<file path="src/rtl/audio_frame_ctrl.sv">
// audio_frame_ctrl: frame scheduler for the audio engine.
// On each accepted frame tick the mic samples are snapshotted and written to the
// audio-input RAM one channel per cycle at {chan, frame}. The sequencer is then
// held in reset for RESET_CYCLES cycles, released, and the block waits for done.
// In host mode the RAM write port and the frame index are handed to the host
// through a combinational mux.
module audio_frame_ctrl #(
    parameter  int CHANNELS     = 8,
    parameter  int FRAMES       = 64,
    parameter  int RESET_CYCLES = 3,
    localparam int CHAN_W       = $clog2(CHANNELS),
    localparam int FRAME_W      = $clog2(FRAMES),
    localparam int AUDIO_W      = CHAN_W + FRAME_W
) (
    input  logic                  i_ck,
    input  logic                  i_rst,
    input  logic                  i_frame_tick,
    input  logic [16*CHANNELS-1:0] i_mic_data,
    input  logic                  i_host_mode,
    input  logic [FRAME_W-1:0]    i_host_frame,
    input  logic                  i_host_we,
    input  logic [AUDIO_W-1:0]    i_host_waddr,
    input  logic [15:0]           i_host_wdata,
    input  logic                  i_host_kick,
    input  logic                  i_engine_done,
    input  logic                  i_clr_overrun,
    output logic                  o_ram_we,
    output logic [AUDIO_W-1:0]    o_ram_waddr,
    output logic [15:0]           o_ram_wdata,
    output logic [FRAME_W-1:0]    o_frame,
    output logic                  o_engine_rst_n,
    output logic                  o_busy,
    output logic                  o_overrun
);

    typedef enum logic [1:0] {
        IDLE  = 2'd0,
        WRITE = 2'd1,
        KICK  = 2'd2,
        RUN   = 2'd3
    } state_t;

    state_t                      r_state;
    logic [FRAME_W-1:0]          r_frame_cnt;
    logic [CHAN_W-1:0]           r_chan;
    logic [CHANNELS-1:0][15:0]   r_snap;
    logic [3:0]                  r_kcnt;
    logic                        r_eng_rst_n;
    logic                        r_busy;
    logic                        r_overrun;

    logic                        w_cap_tick;
    logic                        w_tick_late;
    logic                        w_last_chan;
    logic                        w_last_kick;

    // Ticks only count in capture mode; any tick seen outside IDLE is late.
    assign w_cap_tick  = i_frame_tick && !i_host_mode;
    assign w_tick_late = w_cap_tick && (r_state != IDLE);
    assign w_last_chan = (r_chan == CHAN_W'(CHANNELS - 1));
    assign w_last_kick = (r_kcnt == 4'(RESET_CYCLES - 1));

    // Frame sequencing FSM with registered engine reset, busy and overrun.
    always_ff @(posedge i_ck or negedge i_rst) begin
        if (!i_rst) begin
            r_state     <= IDLE;
            r_frame_cnt <= '0;
            r_chan      <= '0;
            r_snap      <= '0;
            r_kcnt      <= '0;
            r_eng_rst_n <= 1'b0;
            r_busy      <= 1'b0;
            r_overrun   <= 1'b0;
        end else begin
            // Set has priority over clear so a late tick is never lost.
            if (w_tick_late)
                r_overrun <= 1'b1;
            else if (i_clr_overrun)
                r_overrun <= 1'b0;

            case (r_state)
                IDLE: begin
                    if (w_cap_tick) begin
                        r_frame_cnt <= r_frame_cnt + 1'b1;
                        r_snap      <= i_mic_data;
                        r_chan      <= '0;
                        r_state     <= WRITE;
                        r_busy      <= 1'b1;
                    end else if (i_host_mode && i_host_kick) begin
                        r_kcnt      <= '0;
                        r_eng_rst_n <= 1'b0;
                        r_state     <= KICK;
                        r_busy      <= 1'b1;
                    end
                end
                WRITE: begin
                    // Host takeover aborts the capture; the frame is left partial.
                    if (i_host_mode) begin
                        r_state <= IDLE;
                        r_busy  <= 1'b0;
                    end else begin
                        r_chan <= r_chan + 1'b1;
                        if (w_last_chan) begin
                            r_kcnt      <= '0;
                            r_eng_rst_n <= 1'b0;
                            r_state     <= KICK;
                        end
                    end
                end
                KICK: begin
                    if (w_last_kick) begin
                        r_eng_rst_n <= 1'b1;
                        r_state     <= RUN;
                    end else begin
                        r_kcnt <= r_kcnt + 1'b1;
                    end
                end
                RUN: begin
                    // A real-time tick abandons the current engine run.
                    if (w_cap_tick) begin
                        r_frame_cnt <= r_frame_cnt + 1'b1;
                        r_snap      <= i_mic_data;
                        r_chan      <= '0;
                        r_state     <= WRITE;
                    end else if (i_engine_done) begin
                        r_state <= IDLE;
                        r_busy  <= 1'b0;
                    end
                end
                default: begin
                    r_state <= IDLE;
                    r_busy  <= 1'b0;
                end
            endcase
        end
    end

    // RAM port and frame index: host path is a same-cycle mux.
    always_comb begin
        if (i_host_mode) begin
            o_ram_we    = i_host_we;
            o_ram_waddr = i_host_waddr;
            o_ram_wdata = i_host_wdata;
            o_frame     = i_host_frame;
        end else begin
            o_ram_we    = (r_state == WRITE);
            o_ram_waddr = {r_chan, r_frame_cnt};
            o_ram_wdata = r_snap[r_chan];
            o_frame     = r_frame_cnt;
        end
    end

    assign o_engine_rst_n = r_eng_rst_n;
    assign o_busy         = r_busy;
    assign o_overrun      = r_overrun;

endmodule

</file>
<file path="config.mk">
export PLATFORM = sky130hd
export DESIGN_NAME = audio_frame_ctrl
export DESIGN_NICKNAME = d
export VERILOG_FILES = /design/src/rtl/audio_frame_ctrl.sv
export SDC_FILE = /design/constraint.sdc
export NUM_CORES = 1
export LEC_CHECK = 0
export ABC_AREA = 1
export BUFFER_PORTS_ARGS = -buffer_cell sky130_fd_sc_hd__buf_2
export CAP_MARGIN = 20
export CORE_ASPECT_RATIO = 1.5
export CORE_UTILIZATION = 45
export DETAILED_ROUTE_END_ITERATION = 10
export PLACE_DENSITY = 0.69
export SYNTH_ARGS = -nofsm -noshare
export SYNTH_HDL_FRONTEND = slang
export SYNTH_SLANG_ARGS = --single-unit
</file>
<file path="constraint.sdc">
create_clock -name i_ck -period 4 [get_ports i_ck]
set_clock_uncertainty 0.2 [all_clocks]
set_input_delay 0.2 -clock i_ck [delete_from_list [all_inputs] [get_ports i_ck]]
set_output_delay 0.2 -clock i_ck [all_outputs]
set_load 0.01 [all_outputs]
</file>
==> flow_metrics.env, run 1 <==
export IMPL_path_max_fanout=79
export IMPL_cts_sinks=146
export IMPL_rows=57
export IMPL_pwr_share_comb_pct=38.8
export IMPL_synth_top_area_share_pct=48.3
export IMPL_areaGrowthSynthToFinish_pct=39.2
export IMPL_powerDensity_nw_per_um2=659
export IMPL_irDropWorstVdd_v=0.000297
export IMPL_fp_dieH_um=161
export IMPL_leakage_nw=5.76
export IMPL_cts_repair_resized=0
export IMPL_layout_commonest_cell="nand2_1"
export IMPL_path_class="flop to primary output"
export IMPL_cp_data_arrival_time_ns=2.26
export IMPL_worstSkewPairLatency_ns=0.42
export IMPL_dp_hpwl_um=15200
export IMPL_layout_common_cells="nand2_1, buf_2, dfrtp_1"
export IMPL_syn_inst=1072
export IMPL_drc=0
export IMPL_period_minus_slack_ns=2.66
export IMPL_seqPwrFrac_pct=36.4
export IMPL_cap_violations=0
export IMPL_ys_seq_elements=146
export IMPL_async_flop_share_pct=100
export IMPL_yosysSeqAreaShare_pct=48.3
export IMPL_grt_total_usage_pct=28.5
export IMPL_worstMarginPinSlew_ns=0.797
export IMPL_p_sw_mw=2.76
export IMPL_outcome="completed"
export IMPL_htreeDepth=4
export IMPL_wl_per_cell_um=14.6
export IMPL_syn_area_um2=7570
export IMPL_syn_area_per_cell_um2=7.06
export IMPL_tritoncts="done"
export IMPL_io_pins=202
export IMPL_coreArea_um2=16300
export IMPL_routed_wl_um=23300
export IMPL_critPathCaptureType="primary output"
export IMPL_maxSlewViolCount=0
export IMPL_startpoint="r_chan[0]"
export IMPL_max_slew_margin_pct=46.9
export IMPL_antenna_found_initial=0
export IMPL_die_area_um2=17400
export IMPL_num_vias=7757
export IMPL_final_fill_count=1464
export IMPL_vias_per_cell=4.87
export IMPL_start_kind="flop"
export IMPL_numCtsBuffers=17
export IMPL_grt_pass1_vias=7821
export IMPL_post_route_period_util_pct=66.6
export IMPL_port_buffers=201
export IMPL_layout_nets=1555
export IMPL_max_freq_mhz=376
export IMPL_ant_nets=0
export IMPL_hold_violations=0
export IMPL_clockPowerShare_pct=24.8
export IMPL_hold_path_class="primary input to flop"
export IMPL_drive_above_1_share_pct=17.9
export IMPL_grt_ovfl_total=0
export IMPL_cts_path_max_buffers=2
export IMPL_drt_iter0_drc=396
export IMPL_rsz0062_at_grt="no"
export IMPL_syn_nets=1251
export IMPL_switching_share_pct=39.7
export IMPL_layout_setup_ws_ns=1.34
export IMPL_ys_warn_count=0
export IMPL_grt_pass1_wl_um=37800
export IMPL_die_w_um=108
export IMPL_min_delay_start="i_frame_tick"
export IMPL_synth_area_leaders="dfrtp_1, nand2_1, nand3_1, nor2_1, inv_1"
export IMPL_clockRootBuffer="clkbuf_16"
export IMPL_synth_edf_count=0
export IMPL_drt_pass1_iter_count=5
export IMPL_post_route_util_pct=64.5
export IMPL_place_congestion=0.892
export IMPL_regToRegStartpoint="r_state[0]"
export IMPL_start_util_pct=46.3
export IMPL_setup_viol=0
export IMPL_n_antenna_cell=0
export IMPL_yosysTopAreaCell="dfrtp_1"
export IMPL_grt_max_degree=166
export IMPL_fin_total_pwr_mw=6.94
export IMPL_intPower_mw=4.18
export IMPL_fin_setup_tns_ns=0
export IMPL_ys_flop_type="dfrtp_1"
export IMPL_cts_clk_slew_worst_paths_ns=0.06
export IMPL_yosysUniqueCellTypes=21
export IMPL_place_ws_ns=1.51
export IMPL_required_ns=3.60
## power groups by stage
stage / clock, mW / combinational (mW) / sequential (mW)
6_report: 1.72 / 2.69 / 2.53
5_1_grt: 1.82 / 3.09 / 2.61
4_1_cts: 1.75 / 2.70 / 2.52
3_5_place_dp: 0 / 2.58 / 2.54
3_3_place_gp: 0 / 2.52 / 2.53
2_1_floorplan: 0 / 1.92 / 2.42
## synthesized netlist by cell type (3+ instances only)
| library cell | instances |
|---|---|
| inv_2 | 3 |
| o21ai_0 | 35 |
| nor2_1 | 79 |
| clkbuf_1 | 7 |
| o21ai_1 | 4 |
| buf_4 | 19 |
| nand2_1 | 590 |
| inv_1 | 58 |
| nand3_1 | 75 |
| buf_6 | 4 |
| buf_2 | 26 |
| ha_1 | 12 |
| dfrtp_1 | 146 |
## state kept, by name, summed over array words and instances, names as in the netlist
name and count:
o_busy 1, o_engine_rst_n 1, o_overrun 1, r_chan 3, r_frame_cnt 6, r_kcnt 4
r_snap 128, r_state 2
## kinds of logic after synthesis
logic type / count (synthesis) / synth area share, %
AOI/OAI and AO/OA: 42 / 2.86
xor gates and xnor gates: 4 / 0.463
adders and majority gates: 12 / 1.98
buffers and inverters: 117 / 7.57
DFF: 146 / 48.3
and+or+nand+nor: 751 / 38.8
## final timing paths
check,to,slack (ns),depth (start not counted)
max,o_ram_wdata[7],1.34,8
min,r_state[0],0.01,5
max reg2reg,r_frame_cnt[4],1.66,7
min reg2reg,r_snap[38],0.27,2
max in group asynchronous,r_snap[37],2.41,3
min in group asynchronous,r_snap[78],0.20,2
## critical path, cell delays in order, from the launching register on
cell and delay, ns:
dfrtp_2 0.65, buf_12 0.35, nor2_1 0.09, nor2_1 0.17
nand2_1 0.08, nand2_1 0.10, nand2_1 0.09, nand3_1 0.11
buf_2 0.14
## layer usage
metal / vias to the layer above / routed length [um] / GRT usage (%)
met5: - / 0 / 0
met4: 0 / 1080 / 14.9
met3: 58 / 1180 / 4.79
met2: 275 / 11700 / 47.6
met1: 3557 / 9360 / 34.8
li1: 3867 / - / -
## metrics by stage
stage	cell area [um^2]	hold slack, ns	cells
after global routing	10500	0.0113	1594
final	10500	0.00956	1594
after CTS	10500	0.00140	1594
after global placement	8580	0.110	1431
after detailed placement	8580	0.116	1431
after floorplan	7570	-0.296	1072
## final cells by class
cell class | count | area (um^2) | area share (%)
Sequential cell | 146 | 3650 | 34.7
Multi-Input combinational cell | 809 | 3340 | 31.7
Timing Repair Buffer | 341 | 2420 | 23.0
Clock buffer | 18 | 439 | 4.17
Tap cell | 206 | 258 | 2.45
Inverter | 61 | 229 | 2.17
Clock inverter | 13 | 196 | 1.86
## repair_timing
item / in CTS / in global routing
endpoints found under the hold margin: 214 / 0
hold buffers: 132 / 0
setup buffers: 0 / 0
(Power assumes the default switching activity.)
==> run 2: changes to the inputs <==
--- a/config.mk
+++ b/config.mk
@@ -11,7 +11,7 @@
 export CORE_ASPECT_RATIO = 1.5
 export CORE_UTILIZATION = 45
 export DETAILED_ROUTE_END_ITERATION = 10
-export PLACE_DENSITY = 0.69
+export PLACE_DENSITY = 0.72
 export SYNTH_ARGS = -nofsm -noshare
 export SYNTH_HDL_FRONTEND = slang
 export SYNTH_SLANG_ARGS = --single-unit
==> constraint.sdc (replaced) <==
create_clock -name i_ck -period 2.2 [get_ports i_ck]
set_clock_uncertainty 0.2 [all_clocks]
set_input_delay 0.11 -clock i_ck [delete_from_list [all_inputs] [get_ports i_ck]]
set_output_delay 0.11 -clock i_ck [all_outputs]
set_load 0.01 [all_outputs]
==> run 2 against run 1 <==
Combinational power up 98%. Critical path type unchanged. Die area unchanged. Critical path depth down 1.
==> flow_metrics.env, run 2 (synthesis gave the netlist of run 1 again) <==
export IMPL_worstMarginPinSlew_ns=0.441
export IMPL_irDropWorstVdd_v=0.000664
export IMPL_htreeDepth=4
export IMPL_num_vias=7954
export IMPL_layout_commonest_cell="nand2_1"
export IMPL_max_slew_margin_pct=70.6
export IMPL_die_w_um=108
export IMPL_place_area_um2=8770
export IMPL_n_antenna_cell=0
export IMPL_grt_pass1_vias=8008
export IMPL_regMostFlops="r_snap"
export IMPL_maxSlewViolCount=0
export IMPL_period_minus_slack_ns=2.16
export IMPL_areaGrowthSynthToFinish_pct=43.7
export IMPL_antenna_found_initial=0
export IMPL_critPathCaptureType="primary output"
export IMPL_layout_nets=1580
export IMPL_rows=57
export IMPL_worstSkewPairLatency_ns=0.41
export IMPL_place_congestion=0.859
export IMPL_grt_pass1_wl_um=38200
export IMPL_ant_nets=0
export IMPL_drt_iter0_drc=471
export IMPL_clockRootBuffer="clkbuf_16"
export IMPL_fp_dieH_um=161
export IMPL_largest_reg_flops=128
export IMPL_drive_above_1_share_pct=19.4
export IMPL_numCtsBuffers=17
export IMPL_vias_per_cell=4.91
export IMPL_port_buffers=201
export IMPL_grt_max_degree=98
export IMPL_start_util_pct=46.3
export IMPL_dp_hpwl_um=15600
export IMPL_leakage_nw=5.94
export IMPL_top_regs="r_snap: 128 flops, r_frame_cnt: 6 flops, r_kcnt: 4 flops"
export IMPL_hold_path_class="primary input to flop"
export IMPL_start_kind="flop"
export IMPL_setup_viol=0
export IMPL_cp_data_arrival_time_ns=1.85
export IMPL_cap_violations=0
export IMPL_path_class="flop to primary output"
export IMPL_required_ns=1.89
export IMPL_coreArea_um2=16300
export IMPL_powerDensity_nw_per_um2=1200
export IMPL_fin_setup_tns_ns=0
export IMPL_max_freq_mhz=463
export IMPL_io_pins=202
export IMPL_grt_total_usage_pct=28.7
export IMPL_wl_per_cell_um=14.8
export IMPL_drt_pass1_iter_count=5
export IMPL_layout_common_cells="nand2_1, buf_2, dfrtp_1"
export IMPL_cts_clk_slew_worst_paths_ns=0.06
export IMPL_hold_violations=0
export IMPL_design_area_um2=10900
export IMPL_die_area_um2=17400
export IMPL_rsz0062_at_grt="yes"
export IMPL_tritoncts="done"
export IMPL_post_route_period_util_pct=98.1
export IMPL_cts_sinks=146
export IMPL_outcome="completed"
export IMPL_drc=0
export IMPL_routed_wl_um=24000
export IMPL_cts_path_max_buffers=2
export IMPL_path_max_fanout=33
export IMPL_grt_ovfl_total=0
## run 2: cell count changes in the layout (fill, tap and decap cells not counted), sizes merged
cell / before / now
clkinv: 2 / 4
bufinv: 4 / 5
inv: 66 / 63
clkbuf: 18 / 20
dlygate4sd3: 132 / 137
buf: 209 / 228
## run 2: critical path: stages (launching register included)
cell	delay (ns)
dfrtp_2	0.47
inv_2	0.11
buf_12	0.20
nand2_1	0.07
nand3_1	0.15
nand3_1	0.14
nand3_1	0.15
buf_2	0.14
## run 2: metal layers
layer | part of all wire (%) | up-vias | GRT usage, %
met3 | 5.2 | 67 | 3.77
li1 | - | 3921 | -
met1 | 39 | 3664 | 33.6
met2 | 52 | 302 | 50.4
met4 | 4.4 | 0 | 14.9
met5 | 0 | - | 0
## run 2: timing repair
action,CTS,global route
resized for setup,1,8
endpoints found under the hold margin,280,0
cloned,0,1
setup buffers,2,3
hold buffers,137,0
pin swaps,0,1
endpoints found under the setup margin,11,16
## run 2: path summary, 6_finish.rpt
| kind | slack [ns] | startpoint | endpoint | depth (start not counted) |
|---|---|---|---|---|
| worst min register to register | 0.27 | o_busy | o_busy | 2 |
| worst min-delay path | 0.18 | i_host_mode | r_kcnt[2] | 6 |
| worst max-delay path | 0.04 | r_chan[0] | o_ram_wdata[12] | 7 |
| min in group asynchronous | 0.54 | i_rst | r_snap[92] | 3 |
| worst max register to register | 0.12 | r_chan[0] | r_state[1] | 10 |
| max in group asynchronous | 0.42 | i_rst | r_snap[80] | 4 |
## run 2: area by class of cell
class	count	area, um^2
tap	206	258
multi-input combinational	809	3350
fill	1377	5460
inverter	61	229
sequential	146	3650
timing repair buffer	366	2730
clock inverter	13	206
clock buffer	19	443
## run 2: power breakdown
part	leakage [nW]	total [mW]	switching [mW]	internal (mW)
clock network	0.314	3.20	1.15	2.05
logic	3.79	5.32	3.28	2.03
registers	1.83	4.56	0.659	3.91
## run 2: stage by stage
step	hold slack (ns)	std cells	util (%)	setup slack (ns)	total power [mW]
finish	0.178	1620	66.6	0.0407	13.1
global route	0.250	1620	66.6	-0.00966	14.0
CTS	0.172	1616	66.2	0.0121	13.0
detailed placement	-0.129	1445	53.7	0.188	9.49
global placement	-0.132	1445	53.7	0.257	9.33
floorplan	-0.386	1072	-	0.472	7.91
